## src/rtl/panda_risc_v_pkg.sv

```systemverilog
// Shared definitions for the Panda RISC-V dispatch stage: packed field widths,
// instruction-type bit positions and the execution-path encoding.
package panda_risc_v_pkg;

    localparam int XLEN         = 32;
    localparam int REG_ID_W     = 5;
    localparam int NUM_REGS     = 32;
    localparam int INST_TYPE_W  = 7;
    localparam int ALU_OP_W     = 68;
    localparam int LSU_OP_W     = 3;
    localparam int CSR_OP_W     = 46;
    localparam int MUL_DIV_OP_W = 67;
    localparam int CNT_W        = 4;

    // Bit positions inside the packed instruction-type vector
    localparam int IDX_IS_B      = 6;
    localparam int IDX_IS_CSR_RW = 5;
    localparam int IDX_IS_LOAD   = 4;
    localparam int IDX_IS_STORE  = 3;
    localparam int IDX_IS_MUL    = 2;
    localparam int IDX_IS_DIV    = 1;
    localparam int IDX_IS_REM    = 0;

    // Execution path an instruction is routed to
    typedef enum logic [1:0] {
        DEST_ALU = 2'd0,
        DEST_CSR = 2'd1,
        DEST_MUL = 2'd2,
        DEST_DIV = 2'd3
    } dest_e;

    // CSR access has priority, then multiply, then divide/remainder; everything
    // else (branches, jumps, address generation, arithmetic) uses the ALU.
    function automatic dest_e destOf(input logic isCsr, input logic isMul,
                                     input logic isDiv, input logic isRem);
        dest_e d;
        if (isCsr)
            d = DEST_CSR;
        else if (isMul)
            d = DEST_MUL;
        else if (isDiv || isRem)
            d = DEST_DIV;
        else
            d = DEST_ALU;
        return d;
    endfunction

    // Operations whose result arrives later through the write-back port
    function automatic logic isLongOp(input logic isLoad, input logic isMul,
                                      input logic isDiv, input logic isRem);
        return isLoad | isMul | isDiv | isRem;
    endfunction

endpackage

```

## src/rtl/panda_risc_v_long_inst_scoreboard.sv

```systemverilog
// Tracks long-latency results still in flight: a per-register busy vector and
// an outstanding-op counter, plus the RAW/WAW hazard and capacity checks used
// to gate acceptance of a new decode result.
module panda_risc_v_long_inst_scoreboard
    import panda_risc_v_pkg::*;
#(
    parameter int MAX_OUTSTANDING = 4
) (
    input  logic                clk,
    input  logic                sys_resetn,
    input  logic                issueLong_i,
    input  logic                issueRdVld_i,
    input  logic [REG_ID_W-1:0] issueRdId_i,
    input  logic                wbVld_i,
    input  logic [REG_ID_W-1:0] wbRdId_i,
    input  logic                heldLong_i,
    input  logic                heldRdVld_i,
    input  logic [REG_ID_W-1:0] heldRdId_i,
    input  logic                rs1Vld_i,
    input  logic [REG_ID_W-1:0] rs1Id_i,
    input  logic                rs2Vld_i,
    input  logic [REG_ID_W-1:0] rs2Id_i,
    input  logic                rdVld_i,
    input  logic [REG_ID_W-1:0] rdId_i,
    input  logic                inLong_i,
    output logic                hazard_o,
    output logic                capBlock_o
);

    localparam logic [CNT_W:0] MAX_LIM = (CNT_W+1)'(MAX_OUTSTANDING);

    logic [NUM_REGS-1:0] busy_q, busy_d;
    logic [CNT_W-1:0]    cnt_q, cnt_d;
    logic                pendVld;
    logic [CNT_W:0]      capSum;

    // A register operand conflicts if it is written by an op still in flight or
    // by the long op currently waiting in the output register.
    function automatic logic regHit(input logic vld, input logic [REG_ID_W-1:0] id,
                                    input logic [NUM_REGS-1:0] busy,
                                    input logic pVld, input logic [REG_ID_W-1:0] pId);
        return vld && (id != '0) && (busy[id] || (pVld && (pId == id)));
    endfunction

    assign pendVld = heldLong_i & heldRdVld_i;

    assign hazard_o = regHit(rs1Vld_i, rs1Id_i, busy_q, pendVld, heldRdId_i) |
                      regHit(rs2Vld_i, rs2Id_i, busy_q, pendVld, heldRdId_i) |
                      regHit(rdVld_i,  rdId_i,  busy_q, pendVld, heldRdId_i);

    assign capSum     = {1'b0, cnt_q} + {{CNT_W{1'b0}}, heldLong_i};
    assign capBlock_o = inLong_i & (capSum >= MAX_LIM);

    // Busy vector update: write-back clears, dispatch sets, set wins on a tie
    always_comb begin
        busy_d = busy_q;
        if (wbVld_i)
            busy_d[wbRdId_i] = 1'b0;
        if (issueLong_i && issueRdVld_i && (issueRdId_i != '0))
            busy_d[issueRdId_i] = 1'b1;
        busy_d[0] = 1'b0;
    end

    // Outstanding counter: dispatch and write-back in the same cycle cancel out
    always_comb begin
        cnt_d = cnt_q;
        if (issueLong_i && !wbVld_i && ({1'b0, cnt_q} < MAX_LIM))
            cnt_d = cnt_q + CNT_W'(1);
        else if (!issueLong_i && wbVld_i && (cnt_q != '0))
            cnt_d = cnt_q - CNT_W'(1);
    end

    // Scoreboard state registers
    always_ff @(posedge clk or negedge sys_resetn) begin
        if (!sys_resetn) begin
            busy_q <= '0;
            cnt_q  <= '0;
        end else begin
            busy_q <= busy_d;
            cnt_q  <= cnt_d;
        end
    end

endmodule

```

## src/rtl/panda_risc_v_dispatcher.sv

```systemverilog
// Dispatch stage: accepts decode results when no hazard or capacity limit
// blocks them, holds one instruction in an output register and routes it over
// valid/ready to exactly one of the ALU, CSR, MUL or DIV paths.
module panda_risc_v_dispatcher
    import panda_risc_v_pkg::*;
#(
    parameter int MAX_OUTSTANDING = 4
) (
    input  logic                    clk,
    input  logic                    sys_resetn,
    input  logic                    flush,
    input  logic                    s_dcd_valid,
    output logic                    s_dcd_ready,
    input  logic [INST_TYPE_W-1:0]  s_inst_type,
    input  logic [ALU_OP_W-1:0]     s_alu_op,
    input  logic [LSU_OP_W-1:0]     s_lsu_op,
    input  logic [CSR_OP_W-1:0]     s_csr_op,
    input  logic [MUL_DIV_OP_W-1:0] s_mul_div_op,
    input  logic [REG_ID_W-1:0]     s_rs1_id,
    input  logic [REG_ID_W-1:0]     s_rs2_id,
    input  logic [REG_ID_W-1:0]     s_rd_id,
    input  logic                    s_rs1_vld,
    input  logic                    s_rs2_vld,
    input  logic                    s_rd_vld,
    input  logic [XLEN-1:0]         s_pc,
    input  logic [XLEN-1:0]         s_pc_jump,
    output logic                    m_alu_valid,
    input  logic                    m_alu_ready,
    output logic                    m_csr_valid,
    input  logic                    m_csr_ready,
    output logic                    m_mul_valid,
    input  logic                    m_mul_ready,
    output logic                    m_div_valid,
    input  logic                    m_div_ready,
    output logic [INST_TYPE_W-1:0]  m_inst_type,
    output logic [ALU_OP_W-1:0]     m_alu_op,
    output logic [LSU_OP_W-1:0]     m_lsu_op,
    output logic [CSR_OP_W-1:0]     m_csr_op,
    output logic [MUL_DIV_OP_W-1:0] m_mul_div_op,
    output logic [REG_ID_W-1:0]     m_rd_id,
    output logic                    m_rd_vld,
    output logic [XLEN-1:0]         m_pc,
    output logic [XLEN-1:0]         m_pc_jump,
    input  logic                    wb_vld,
    input  logic [REG_ID_W-1:0]     wb_rd_id
);

    logic                    outVld_q, outVld_d;
    dest_e                   dest_q;
    logic [INST_TYPE_W-1:0]  instType_q;
    logic [ALU_OP_W-1:0]     aluOp_q;
    logic [LSU_OP_W-1:0]     lsuOp_q;
    logic [CSR_OP_W-1:0]     csrOp_q;
    logic [MUL_DIV_OP_W-1:0] mulDivOp_q;
    logic [REG_ID_W-1:0]     rdId_q;
    logic                    rdVld_q;
    logic [XLEN-1:0]         pc_q;
    logic [XLEN-1:0]         pcJump_q;

    logic  pathReady;
    logic  outFire;
    logic  accept;
    logic  heldLong;
    logic  inLong;
    logic  hazard;
    logic  capBlock;
    dest_e inDest;

    assign inDest = destOf(s_inst_type[IDX_IS_CSR_RW], s_inst_type[IDX_IS_MUL],
                           s_inst_type[IDX_IS_DIV], s_inst_type[IDX_IS_REM]);
    assign inLong = isLongOp(s_inst_type[IDX_IS_LOAD], s_inst_type[IDX_IS_MUL],
                             s_inst_type[IDX_IS_DIV], s_inst_type[IDX_IS_REM]);
    assign heldLong = outVld_q & isLongOp(instType_q[IDX_IS_LOAD], instType_q[IDX_IS_MUL],
                                          instType_q[IDX_IS_DIV], instType_q[IDX_IS_REM]);

    // Select the ready of the path the held instruction is routed to
    always_comb begin
        pathReady = 1'b0;
        case (dest_q)
            DEST_ALU: pathReady = m_alu_ready;
            DEST_CSR: pathReady = m_csr_ready;
            DEST_MUL: pathReady = m_mul_ready;
            DEST_DIV: pathReady = m_div_ready;
            default:  pathReady = 1'b0;
        endcase
    end

    assign outFire = outVld_q & pathReady;

    assign m_alu_valid = outVld_q & (dest_q == DEST_ALU);
    assign m_csr_valid = outVld_q & (dest_q == DEST_CSR);
    assign m_mul_valid = outVld_q & (dest_q == DEST_MUL);
    assign m_div_valid = outVld_q & (dest_q == DEST_DIV);

    assign s_dcd_ready = ~flush & ~hazard & ~capBlock & (~outVld_q | outFire);
    assign accept      = s_dcd_valid & s_dcd_ready;

    panda_risc_v_long_inst_scoreboard #(
        .MAX_OUTSTANDING (MAX_OUTSTANDING)
    ) u_scoreboard (
        .clk          (clk),
        .sys_resetn   (sys_resetn),
        .issueLong_i  (outFire & heldLong),
        .issueRdVld_i (rdVld_q),
        .issueRdId_i  (rdId_q),
        .wbVld_i      (wb_vld),
        .wbRdId_i     (wb_rd_id),
        .heldLong_i   (heldLong),
        .heldRdVld_i  (rdVld_q),
        .heldRdId_i   (rdId_q),
        .rs1Vld_i     (s_rs1_vld),
        .rs1Id_i      (s_rs1_id),
        .rs2Vld_i     (s_rs2_vld),
        .rs2Id_i      (s_rs2_id),
        .rdVld_i      (s_rd_vld),
        .rdId_i       (s_rd_id),
        .inLong_i     (inLong),
        .hazard_o     (hazard),
        .capBlock_o   (capBlock)
    );

    // Output-register occupancy: flush kills, acceptance refills, handshake drains
    always_comb begin
        outVld_d = outVld_q;
        if (flush)
            outVld_d = 1'b0;
        else if (accept)
            outVld_d = 1'b1;
        else if (outFire)
            outVld_d = 1'b0;
    end

    // Occupancy flag register
    always_ff @(posedge clk or negedge sys_resetn) begin
        if (!sys_resetn)
            outVld_q <= 1'b0;
        else
            outVld_q <= outVld_d;
    end

    // Payload register, loaded only when a new instruction is accepted
    always_ff @(posedge clk or negedge sys_resetn) begin
        if (!sys_resetn) begin
            dest_q     <= DEST_ALU;
            instType_q <= '0;
            aluOp_q    <= '0;
            lsuOp_q    <= '0;
            csrOp_q    <= '0;
            mulDivOp_q <= '0;
            rdId_q     <= '0;
            rdVld_q    <= 1'b0;
            pc_q       <= '0;
            pcJump_q   <= '0;
        end else if (accept) begin
            dest_q     <= inDest;
            instType_q <= s_inst_type;
            aluOp_q    <= s_alu_op;
            lsuOp_q    <= s_lsu_op;
            csrOp_q    <= s_csr_op;
            mulDivOp_q <= s_mul_div_op;
            rdId_q     <= s_rd_id;
            rdVld_q    <= s_rd_vld;
            pc_q       <= s_pc;
            pcJump_q   <= s_pc_jump;
        end
    end

    assign m_inst_type  = instType_q;
    assign m_alu_op     = aluOp_q;
    assign m_lsu_op     = lsuOp_q;
    assign m_csr_op     = csrOp_q;
    assign m_mul_div_op = mulDivOp_q;
    assign m_rd_id      = rdId_q;
    assign m_rd_vld     = rdVld_q;
    assign m_pc         = pc_q;
    assign m_pc_jump    = pcJump_q;

endmodule

```

## config.mk

```make
export PLATFORM = sky130hd
export DESIGN_NAME = panda_risc_v_dispatcher
export DESIGN_NICKNAME = d
export VERILOG_FILES = /design/src/rtl/panda_risc_v_pkg.sv /design/src/rtl/panda_risc_v_long_inst_scoreboard.sv /design/src/rtl/panda_risc_v_dispatcher.sv
export SDC_FILE = /design/constraint.sdc
export NUM_CORES = 1
export LEC_CHECK = 0
export ABC_AREA = 1
export BUFFER_PORTS_ARGS = -buffer_cell sky130_fd_sc_hd__buf_4
export CAP_MARGIN = 20
export CORE_AREA = 3 3 212 214
export CTS_BUF_LIST = sky130_fd_sc_hd__clkbuf_16
export CTS_CLUSTER_SIZE = 10
export DETAILED_ROUTE_END_ITERATION = 6
export DIE_AREA = 0 0 215 217
export REMOVE_ABC_BUFFERS = 1
export SYNTH_ARGS = -nofsm -noshare
export SYNTH_HDL_FRONTEND = slang
export SYNTH_SLANG_ARGS = --single-unit
```

## constraint.sdc

```tcl
create_clock -name clk -period 2.34 [get_ports clk]
set_input_delay 0.468 -clock clk [delete_from_list [all_inputs] [get_ports clk]]
set_output_delay 0.468 -clock clk [all_outputs]
set_load 0.05 [all_outputs]
```

==> results of run 1 <==
[state kept, by name, indices dropped and copies added, names as in the netlist]
name,cells
outVld_q,1
u_scoreboard.busy_q,31
m_lsu_op,3
m_rd_vld,1
m_pc_jump,32
m_csr_op,46
m_inst_type,7
m_pc,32
dest_q,2
m_mul_div_op,67
m_alu_op,68
m_rd_id,5
u_scoreboard.cnt_q,4
[logic make-up after synthesis]
family	after synthesis	synth area share, %
AO/OA/AOI/OAI	76	2.92
flip-flops	299	55.7
buffers and inverters	153	6.20
XOR/XNOR	13	0.848
AND/OR/NAND/NOR	1069	33.8
adder cells (fa/ha/maj)	5	0.522
[synth_stat cells]
| cell | n |
|---|---|
| nand2_1 | 658 |
| nand3_1 | 377 |
| dfrtp_1 | 299 |
| o21ai_0 | 61 |
| inv_1 | 40 |
| buf_4 | 34 |
| clkbuf_1 | 32 |
| buf_2 | 27 |
| buf_6 | 13 |
| nor3_1 | 12 |
| a21oi_1 | 11 |
| nor2_1 | 10 |
| xor2_1 | 9 |
| nand4_1 | 8 |
| inv_2 | 6 |
| ha_1 | 4 |
| xnor2_1 | 4 |
| a21o_1 | 1 |
| clkinv_1 | 1 |
| fa_1 | 1 |
| nand2_2 | 1 |
| nand3_2 | 1 |
| nor2_4 | 1 |
| nor3_2 | 1 |
| o21bai_1 | 1 |
| o221ai_1 | 1 |
| o311ai_0 | 1 |
[per-layer routing]
metal	wire length (microns)	track usage, %
met1	22800	29.3
met2	28800	41.5
met3	4730	7.46
met4	2130	9.28
met5	11	0
[critical path, delay by kind of cell, from the launching register on]
family / cells / cell delay [ns]
flops: 1 / 0.37
fa+ha+maj: 2 / 0.32
simple gates: 6 / 0.60
buf+inv: 3 / 0.34
compound gates: 2 / 0.29
[worst max-delay path by stage]
stage	startpoint	end	cells past startpoint
4_1_cts	m_inst_type[4]	s_dcd_ready	13
3_3_place_gp	m_inst_type[4]	m_mul_div_op[35]	15
5_1_grt	m_inst_type[4]	s_dcd_ready	13
6_report	m_inst_type[4]	s_dcd_ready	13
3_5_place_dp	m_inst_type[4]	m_mul_div_op[35]	15
2_1_floorplan	m_inst_type[4]	outVld_q	13
[power groups by stage]
stage               Combinational [mW]  Clock [mW]  Sequential (mW)
finish                            17.3        5.33             9.00
floorplan                         2.71           0             16.6
detailed placement                16.8           0             8.94
global placement                  16.7           0             8.90
global route                      18.2        5.71             9.28
CTS                               17.4        5.49             8.95
[layout make-up]
class	count	area, sq um	share of cell area, %
multi-input cells	1163	5190	25.2
diodes	10	25.0	0.122
repair buffers	661	5890	28.6
clock buffers	39	976	4.74
clock inverters	18	121	0.589
well taps	585	732	3.55
inverters	47	176	0.857
flip-flops and latches	299	7480	36.3
[metrics by stage]
stage / total power [mW] / setup WS [ns] / area (sq um) / utilization (%) / std cells
2_1_floorplan: 19.3 / -2.87 / 12800 / - / 1509
3_3_place_gp: 25.6 / -0.560 / 18400 / 42.6 / 2710
3_5_place_dp: 25.8 / -0.492 / 18400 / 42.6 / 2710
4_1_cts: 31.9 / -0.657 / 20500 / 47.6 / 2809
5_1_grt: 33.2 / -0.712 / 20600 / 47.8 / 2822
6_report: 31.7 / -0.583 / 20600 / 47.8 / 2822
[what timing repair did]
action                                 CTS  global route
hold buffers                             1             0
setup endpoints to repair              265           266
pin swaps                                6             6
endpoints found under the hold margin   24             0
setup buffers                           19             2
gates cloned                            24             1
resized for setup                       45             7
==> flow_metrics.env, run 1 <==
export IMPL_grt_pass1_vias=14000
export IMPL_cts_tree="built"
export IMPL_drt_iter0_drc=1072
export IMPL_grt_max_degree=137
export IMPL_synthTopCellsByArea="dfrtp_1 56%, nand2_1 18%, nand3_1 14%, o21ai_0 2.3%, buf_4 1.9%"
export IMPL_fillers=4227
export IMPL_layout_common_cells="652 x nand2_1, 605 x buf_4, 377 x nand3_1"
export IMPL_synth_area_leader_cell="dfrtp_1"
export IMPL_grt_total_usage_pct=24.4
export IMPL_antenna_found_initial=11
export IMPL_cts_root_buf="clkbuf_16"
export IMPL_r2r_end="m_pc_jump[0]"
export IMPL_powerDensity_nw_per_um2=1540
export IMPL_rows=76
export IMPL_period_share_pct=125
export IMPL_rrSetupSlack_ns=-0.40
export IMPL_overflow=0
export IMPL_dieWidth_microns=215
export IMPL_syn_inst=1615
export IMPL_finClkSkew_ns=0.0271
export IMPL_dp_hpwl_mm=39.6
export IMPL_cpPeakStageDelay_ns=0.37
export IMPL_drive_above_1_share_pct=32.7
export IMPL_clk_path_buf_depth=3
export IMPL_min_path_type="in -> reg"
export IMPL_min_from="s_mul_div_op[5]"
export IMPL_maxCapViolations=0
export IMPL_dieArea_sq_um=46700
export IMPL_crit_fanout=2
export IMPL_antenna_left=0
export IMPL_slew_headroom_pct=56.8
export IMPL_required_ns=1.87
export IMPL_critPathArrivalTime_ns=2.45
export IMPL_worst_setup_path_start_kind="flop"
export IMPL_fin_ws_ns=-0.583
export IMPL_cts_sinks=299
export IMPL_min_to="m_mul_div_op[5]"
export IMPL_drc_errors=0
export IMPL_r2r_cells=19
export IMPL_clkPwrFrac_pct=16.8
export IMPL_swShare_pct=50.5
export IMPL_hold_path_depth=3
export IMPL_syn_area_sq_um=13400
export IMPL_timing_fmax_mhz=342
export IMPL_avgViaCountPerCell=4.90
export IMPL_pwr_share_comb_pct=54.7
export IMPL_path_cells="nor2_1 -> nand2_1 -> o21ai_2 -> inv_1 -> ha_4 -> ha_4 -> o221ai_2 -> nand2_2 -> nor2_4 -> nand2_2 -> nor2_4 -> buf_12 -> buf_12"
export IMPL_finalSetupViolations=265
export IMPL_rr_startpoint="m_inst_type[4]"
export IMPL_yosysWarningCount=0
export IMPL_routed_wl_mm=58.4
export IMPL_syn_avg_cell_area_sq_um=8.32
export IMPL_yosysSeqAreaShare_pct=55.7
export IMPL_slew_viol_final=0
export IMPL_p_int_mw=15.7
export IMPL_cp_end_kind="output port"
export IMPL_place_gp_congestion=0.901
export IMPL_hold_violations=0
export IMPL_final_nets=2502
export IMPL_htree_num_levels=2
export IMPL_seqPwrFrac_pct=28.4
export IMPL_start_util_pct=31.2
export IMPL_final_common_cell="nand2_1"
export IMPL_worst_pin_slew_ns=0.649
export IMPL_synth_seq_cells=299
export IMPL_synthDistinctLibCells=27
export IMPL_fin_setup_tns_ns=-80.57
export IMPL_critPathKind="reg -> out"
export IMPL_vias=13800
export IMPL_violations="setup timing"
export IMPL_syn2layout_area_growth_pct=53.3
export IMPL_peakVddDrop_mv=1.02
export IMPL_port_buffers=552
export IMPL_numCtsBuffers=38
export IMPL_grt_first_pass_wirelength_mm=87.4
export IMPL_power_switching_mw=16.0
export IMPL_period_minus_slack_ns=2.92
export IMPL_dieHeight_microns=217
export IMPL_num_io_pins=553
export IMPL_drt_first_pass_iters=5
export IMPL_rsz0062_at_grt="yes"
export IMPL_outcome="finished with violations"
export IMPL_avgRoutedWirePerCell_microns=20.7
export IMPL_fp_coreArea_sq_um=43100
export IMPL_whs_ns=0.150
export IMPL_clk_latency_ns=0.55
export IMPL_cp_slowest_cell="dfrtp_1"
export IMPL_clk_pin_slew_worst_paths_ns=0.06
export IMPL_power_leakage_nw=11.1
export IMPL_netlist_area_leader_share_pct=55.7
(Power assumes the default switching activity.)
==> run 2: changes to the inputs <==
CELL_PAD_IN_SITES_DETAIL_PLACEMENT = 1   (was not set)
CELL_PAD_IN_SITES_GLOBAL_PLACEMENT = 2   (was not set)
CORE_AREA = 3 3 241 243   (was 3 3 212 214)
DIE_AREA = 0 0 244 246   (was 0 0 215 217)
PLACE_DENSITY_LB_ADDON = 0.1   (was not set)
==> flow_metrics.env, run 2 (same netlist as run 1, synthesis figures left out) <==
export IMPL_timing_fmax_mhz=331
export IMPL_dieArea_sq_um=60000
export IMPL_min_to="m_mul_div_op[15]"
export IMPL_critPathKind="reg -> out"
export IMPL_layout_common_cells="617 x nand2_1, 601 x buf_4, 301 x nand3_1"
export IMPL_clk_path_buf_depth=3
export IMPL_grt_max_degree=117
export IMPL_maxCapViolations=0
export IMPL_grt_total_usage_pct=22.9
export IMPL_hold_violations=0
export IMPL_drt_iter0_drc=683
export IMPL_r2r_cells=19
export IMPL_dieWidth_microns=244
export IMPL_worst_pin_slew_ns=0.811
export IMPL_drc_errors=0
export IMPL_cts_sinks=299
export IMPL_finalInstanceArea_sq_um=22300
export IMPL_period_minus_slack_ns=3.02
export IMPL_dp_hpwl_mm=50.4
export IMPL_p_total_mw=33.3
export IMPL_finalSetupViolations=265
export IMPL_routed_top_layer="met5"
export IMPL_cts_tree="built"
export IMPL_syn2layout_area_growth_pct=65.7
export IMPL_period_share_pct=129
export IMPL_outcome="finished with violations"
export IMPL_fp_coreArea_sq_um=56200
export IMPL_fin_setup_tns_ns=-108.22
export IMPL_powerDensity_nw_per_um2=1500
export IMPL_r2r_end="m_alu_op[3]"
export IMPL_power_leakage_nw=11.5
export IMPL_clk_latency_ns=0.57
export IMPL_numCtsBuffers=40
export IMPL_slew_headroom_pct=45.9
export IMPL_avgViaCountPerCell=4.62
export IMPL_peakVddDrop_mv=0.781
export IMPL_fin_ws_ns=-0.682
export IMPL_grt_first_pass_wirelength_mm=103
export IMPL_final_common_cell="nand2_1"
export IMPL_wl_met3_mm=5.46
export IMPL_min_path_type="in -> reg"
export IMPL_htree_num_levels=2
export IMPL_rows=87
export IMPL_rrSetupSlack_ns=-0.48
export IMPL_dieHeight_microns=246
export IMPL_drt_first_pass_iters=4
export IMPL_slew_viol_final=0
export IMPL_place_gp_congestion=0.821
export IMPL_antenna_found_initial=14
export IMPL_rr_startpoint="m_inst_type[4]"
export IMPL_regArea_sq_um=7480
export IMPL_final_nets=2551
export IMPL_drive_above_1_share_pct=39.0
export IMPL_antenna_left=0
export IMPL_rsz0062_at_grt="yes"
export IMPL_min_from="s_mul_div_op[15]"
export IMPL_wl_met1_mm=28.9
export IMPL_violations="setup timing"
export IMPL_avgRoutedWirePerCell_microns=23.6
export IMPL_clk_pin_slew_worst_paths_ns=0.06
export IMPL_cp_end_kind="output port"
export IMPL_worst_setup_path_start_kind="flop"
export IMPL_port_buffers=552
export IMPL_multiInputGateArea_sq_um=5680
export IMPL_critPathArrivalTime_ns=2.55
export IMPL_cts_root_buf="clkbuf_16"
export IMPL_hold_path_depth=3
export IMPL_routed_wl_mm=72.0
export IMPL_dpl_cell_area_sq_um=18800
export IMPL_required_ns=1.87
export IMPL_final_util_pct=39.6
export IMPL_largest_register_ffs=68
export IMPL_met2WireLength_mm=36.4
export IMPL_finClkSkew_ns=0.0288
export IMPL_crit_fanout=2
export IMPL_overflow=0
export IMPL_fillers=6565
export IMPL_num_io_pins=553
export IMPL_grt_pass1_vias=15200
export IMPL_start_util_pct=23.9
export IMPL_vias=14100
[run 2: critical path, stage by stage, from the launching register on]
cell,delay [ns]
dfrtp_1,0.37
nor2_1,0.12
nand2_1,0.07
o21ai_2,0.15
inv_2,0.07
ha_4,0.16
ha_4,0.15
o221ai_2,0.14
nand2_1,0.11
nor2_4,0.12
nand2_2,0.09
nor2_4,0.17
buf_12,0.13
buf_12,0.14
[run 2: per-layer routing]
layer  global-route usage [%]  up-vias
li1                         -     6569
met1                     27.0     7095
met2                     40.6      324
met3                     8.03       85
met4                     4.39       14
met5                        0        -
[run 2: area by class of cell]
cell class | instances | area share, %
sequential | 299 | 33.6
timing repair buffer | 708 | 30.4
multi-input combinational | 1163 | 25.5
clock buffer | 41 | 4.61
tap | 756 | 4.25
inverter | 47 | 0.793
clock inverter | 28 | 0.787
antenna | 5 | 0.0562
[run 2: how the worst max path moves through the flow]
| stage | startpoint | endpoint | slack [ns] | cells past startpoint |
|---|---|---|---|---|
| after floorplan | m_inst_type[4] | outVld_q | -2.87 | 13 |
| after global placement | m_inst_type[4] | m_pc_jump[16] | -0.51 | 16 |
| after detailed placement | m_inst_type[4] | m_pc[18] | -0.55 | 16 |
| after CTS | m_inst_type[2] | s_dcd_ready | -0.75 | 13 |
| after global routing | m_inst_type[4] | s_dcd_ready | -0.81 | 13 |
| final | m_inst_type[4] | s_dcd_ready | -0.68 | 13 |
[run 2: where the power goes]
group          internal, mW  switching [mW]  total (mW)
logic                  5.59            12.9        18.5
registers              7.46            1.61        9.08
clock network          3.27            2.48        5.76
total                  16.3            17.0        33.3
[run 2: repair_timing]
| action | in CTS | in global routing |
|---|---|---|
| hold buffers | 1 | 0 |
| pin swaps | 83 | 35 |
| setup endpoints to repair | 265 | 266 |
| gates cloned | 25 | 20 |
| setup buffers | 20 | 18 |
| hold endpoints to repair | 37 | 0 |
| gates resized for setup | 163 | 70 |
[run 2: metrics by stage]
step,instances,worst slack (ns),hold WS (ns)
5_1_grt,3043,-0.813,0.108
2_1_floorplan,1509,-2.87,0.172
3_3_place_gp,2896,-0.506,0.416
4_1_cts,3009,-0.746,0.0795
6_report,3047,-0.682,0.123
3_5_place_dp,2896,-0.551,0.411
==> run 3: changes to the inputs <==
CORE_AREA = 3 3 245 247   (was 3 3 241 243)
DIE_AREA = 0 0 248 250   (was 0 0 244 246)
SYNTH_HIERARCHICAL = 1   (was not set)
==> flow_metrics.env, run 3 <==
export IMPL_fp_coreArea_sq_um=57800
export IMPL_final_common_cell="buf_4"
export IMPL_slew_viol_final=0
export IMPL_dp_cells=2976
export IMPL_timing_fmax_mhz=335
export IMPL_hold_violations=0
export IMPL_yosysWarningCount=6
export IMPL_finalSetupViolations=264
export IMPL_required_ns=1.87
export IMPL_synth_top_family_by_area="simple AND/OR/NAND/NOR gates"
export IMPL_worst_pin_slew_ns=0.735
export IMPL_syn_inst=1667
export IMPL_async_flop_share_pct=100
export IMPL_syn_avg_cell_area_sq_um=8.36
export IMPL_period_share_pct=128
export IMPL_netlist_area_leader_share_pct=53.7
export IMPL_drc_errors=0
export IMPL_violations="setup timing"
export IMPL_grt_first_pass_wirelength_mm=117
export IMPL_place_gp_congestion=0.864
export IMPL_avgRoutedWirePerCell_microns=25.8
export IMPL_num_io_pins=553
export IMPL_yosys_cell_count_top_type="nand2_1"
export IMPL_drive_above_1_share_pct=46.0
export IMPL_syn_area_sq_um=13900
export IMPL_dieWidth_microns=248
export IMPL_crit_fanout=3
export IMPL_synth_ff_type="dfrtp_1"
export IMPL_synth_common_cells="648 x nand2_1, 299 x dfrtp_1, 268 x nand4_1, 91 x nand3_1, 72 x inv_1"
export IMPL_period_minus_slack_ns=2.99
export IMPL_drt_iter0_drc=786
export IMPL_antenna_found_initial=14
export IMPL_powerDensity_nw_per_um2=1330
export IMPL_cp_end_kind="output port"
export IMPL_critPathArrivalTime_ns=2.52
export IMPL_fin_ws_ns=-0.648
export IMPL_yosys_area_share_simple_pct=34.3
export IMPL_avgViaCountPerCell=4.89
export IMPL_rows=88
export IMPL_syn2layout_area_growth_pct=70.0
export IMPL_grt_pass1_vias=16600
export IMPL_min_path_type="in -> reg"
export IMPL_start_util_pct=24.1
export IMPL_numCtsBuffers=40
export IMPL_clk_latency_ns=0.58
export IMPL_yosysSeqAreaShare_pct=53.7
export IMPL_vias=15300
export IMPL_grt_total_usage_pct=25.6
export IMPL_drt_first_pass_iters=5
export IMPL_dp_hpwl_mm=55.2
export IMPL_cts_tree="built"
export IMPL_fillers=6644
export IMPL_htree_num_levels=2
export IMPL_overflow=0
export IMPL_synth_fa_ha_area_share_pct=0.503
export IMPL_critPathKind="reg -> out"
export IMPL_clk_path_buf_depth=3
export IMPL_dieArea_sq_um=62000
export IMPL_worst_setup_path_start_kind="flop"
export IMPL_largest_register_ffs=68
export IMPL_synth_edf_count=0
export IMPL_routed_wl_mm=80.9
export IMPL_rsz0062_at_grt="yes"
export IMPL_clk_pin_slew_worst_paths_ns=0.06
export IMPL_fin_cells=3132
export IMPL_slew_headroom_pct=51.0
export IMPL_final_nets=2627
export IMPL_synth_area_leader_cell="dfrtp_1"
export IMPL_power_leakage_nw=12.2
export IMPL_finalInstanceArea_sq_um=23700
export IMPL_final_util_pct=41.0
export IMPL_dpl_cell_area_sq_um=19700
export IMPL_synth_mux_area_share_pct=0.0808
export IMPL_dieHeight_microns=250
export IMPL_layout_common_cells="629 x buf_4, 390 x nand2_1, 299 x dfrtp_1"
export IMPL_synth_seq_cells=299
export IMPL_cts_sinks=299
export IMPL_maxCapViolations=0
export IMPL_port_buffers=552
export IMPL_antenna_left=0
export IMPL_synth_xor_area_share_pct=0.566
export IMPL_synth_compound_area_share_pct=3.77
export IMPL_finClkSkew_ns=0.0402
export IMPL_synthTopCellsByArea="dfrtp_1 54%, nand2_1 17%, nand4_1 12%, nand3_1 3.3%, inv_1 1.9%"
export IMPL_grt_max_degree=121
export IMPL_cts_root_buf="clkbuf_16"
export IMPL_synthDistinctLibCells=35
export IMPL_outcome="finished with violations"
export IMPL_peakVddDrop_mv=0.683
## run 3: changes by cell type in the layout (fill, tap and decap cells not counted), sizes merged, moves of 8 or more
| cell | previous run | this run |
|---|---|---|
| o31ai | 0 | 8 |
| nand2 | 659 | 648 |
| nand4 | 8 | 268 |
| nor2 | 11 | 21 |
| buf | 689 | 750 |
| inv | 61 | 94 |
| clkbuf | 56 | 45 |
| nand3 | 378 | 95 |
## run 3: critical path, stage by stage, from the launching register on
cell and delay (ns):
dfrtp_1 0.39, nor2_2 0.12, a31oi_1 0.09, buf_4 0.16
ha_4 0.16, ha_4 0.17, o31ai_4 0.18, a41oi_2 0.08
nor3_4 0.24, inv_2 0.08, a21oi_2 0.12, buf_6 0.18
## run 3: metal layers
layer  global-route usage [%]  up-vias  part of all wire [%]
met3                     7.93      114                   7.3
met5                        0        -                  0.15
li1                         -     7005                     -
met1                     31.0     7760                    40
met4                     6.25       18                   2.6
met2                     43.9      422                    50
## run 3: per-stage QoR
step / worst slack, ns / power, mW / setup TNS [ns] / hold WS, ns
after floorplan: -12.28 / 17.7 / -3244.99 / 0.172
after global placement: -0.511 / 24.0 / -100.44 / 0.456
after detailed placement: -0.548 / 24.2 / -110.77 / 0.461
after CTS: -0.738 / 31.9 / -100.52 / 0.105
after global routing: -0.788 / 33.1 / -106.23 / 0.123
final: -0.648 / 31.6 / -68.43 / 0.136
## run 3: report_power, final
group / switching [mW] / leakage [nW] / internal [mW]
clock network: 2.51 / 0.624 / 3.27
registers: 1.70 / 3.82 / 7.21
logic: 11.6 / 7.72 / 5.33
## run 3: layout make-up
class | instances | area [sq um] | share of cell area (%)
Antenna cell | 5 | 12.5 | 0.0528
Sequential cell | 299 | 7480 | 31.6
Tap cell | 765 | 957 | 4.04
Clock inverter | 28 | 171 | 0.724
Inverter | 83 | 314 | 1.33
Timing Repair Buffer | 755 | 7520 | 31.8
Multi-Input combinational cell | 1156 | 6200 | 26.2
Clock buffer | 41 | 1030 | 4.33
## run 3: cells by family after synthesis
kind of cell               count (synthesis)
DFF                                      299
muxes                                      1
xor gates and xnor gates                   9
buffers and inverters                    212
and+or+nand+nor                         1048
adders and majority gates                  5
AOI/OAI and AO/OA                         93
## run 3: path summary, 6_finish.rpt
check / startpoint / to / slack (ns) / cells after the start
setup / recovery: m_inst_type[2] / s_dcd_ready / -0.65 / 11
hold reg to reg: m_pc_jump[6] / m_pc_jump[6] / 0.48 / 2
hold / removal: s_alu_op[45] / m_alu_op[45] / 0.14 / 3
setup reg to reg: m_inst_type[2] / m_alu_op[0] / -0.39 / 16
max in group asynchronous: sys_resetn / u_scoreboard/busy_q[6] / 1.08 / 3
min in group asynchronous: sys_resetn / m_mul_div_op[30] / 0.46 / 2
## run 3: repair_timing
| item | in CTS | in global routing |
|---|---|---|
| gates resized for setup | 373 | 10 |
| buffers inserted | 30 | 3 |
| endpoints found under the hold margin | 51 | 0 |
| cloned | 47 | 4 |
| pin swaps | 86 | 5 |
| hold buffers | 1 | 0 |
| endpoints found under the setup margin | 264 | 266 |
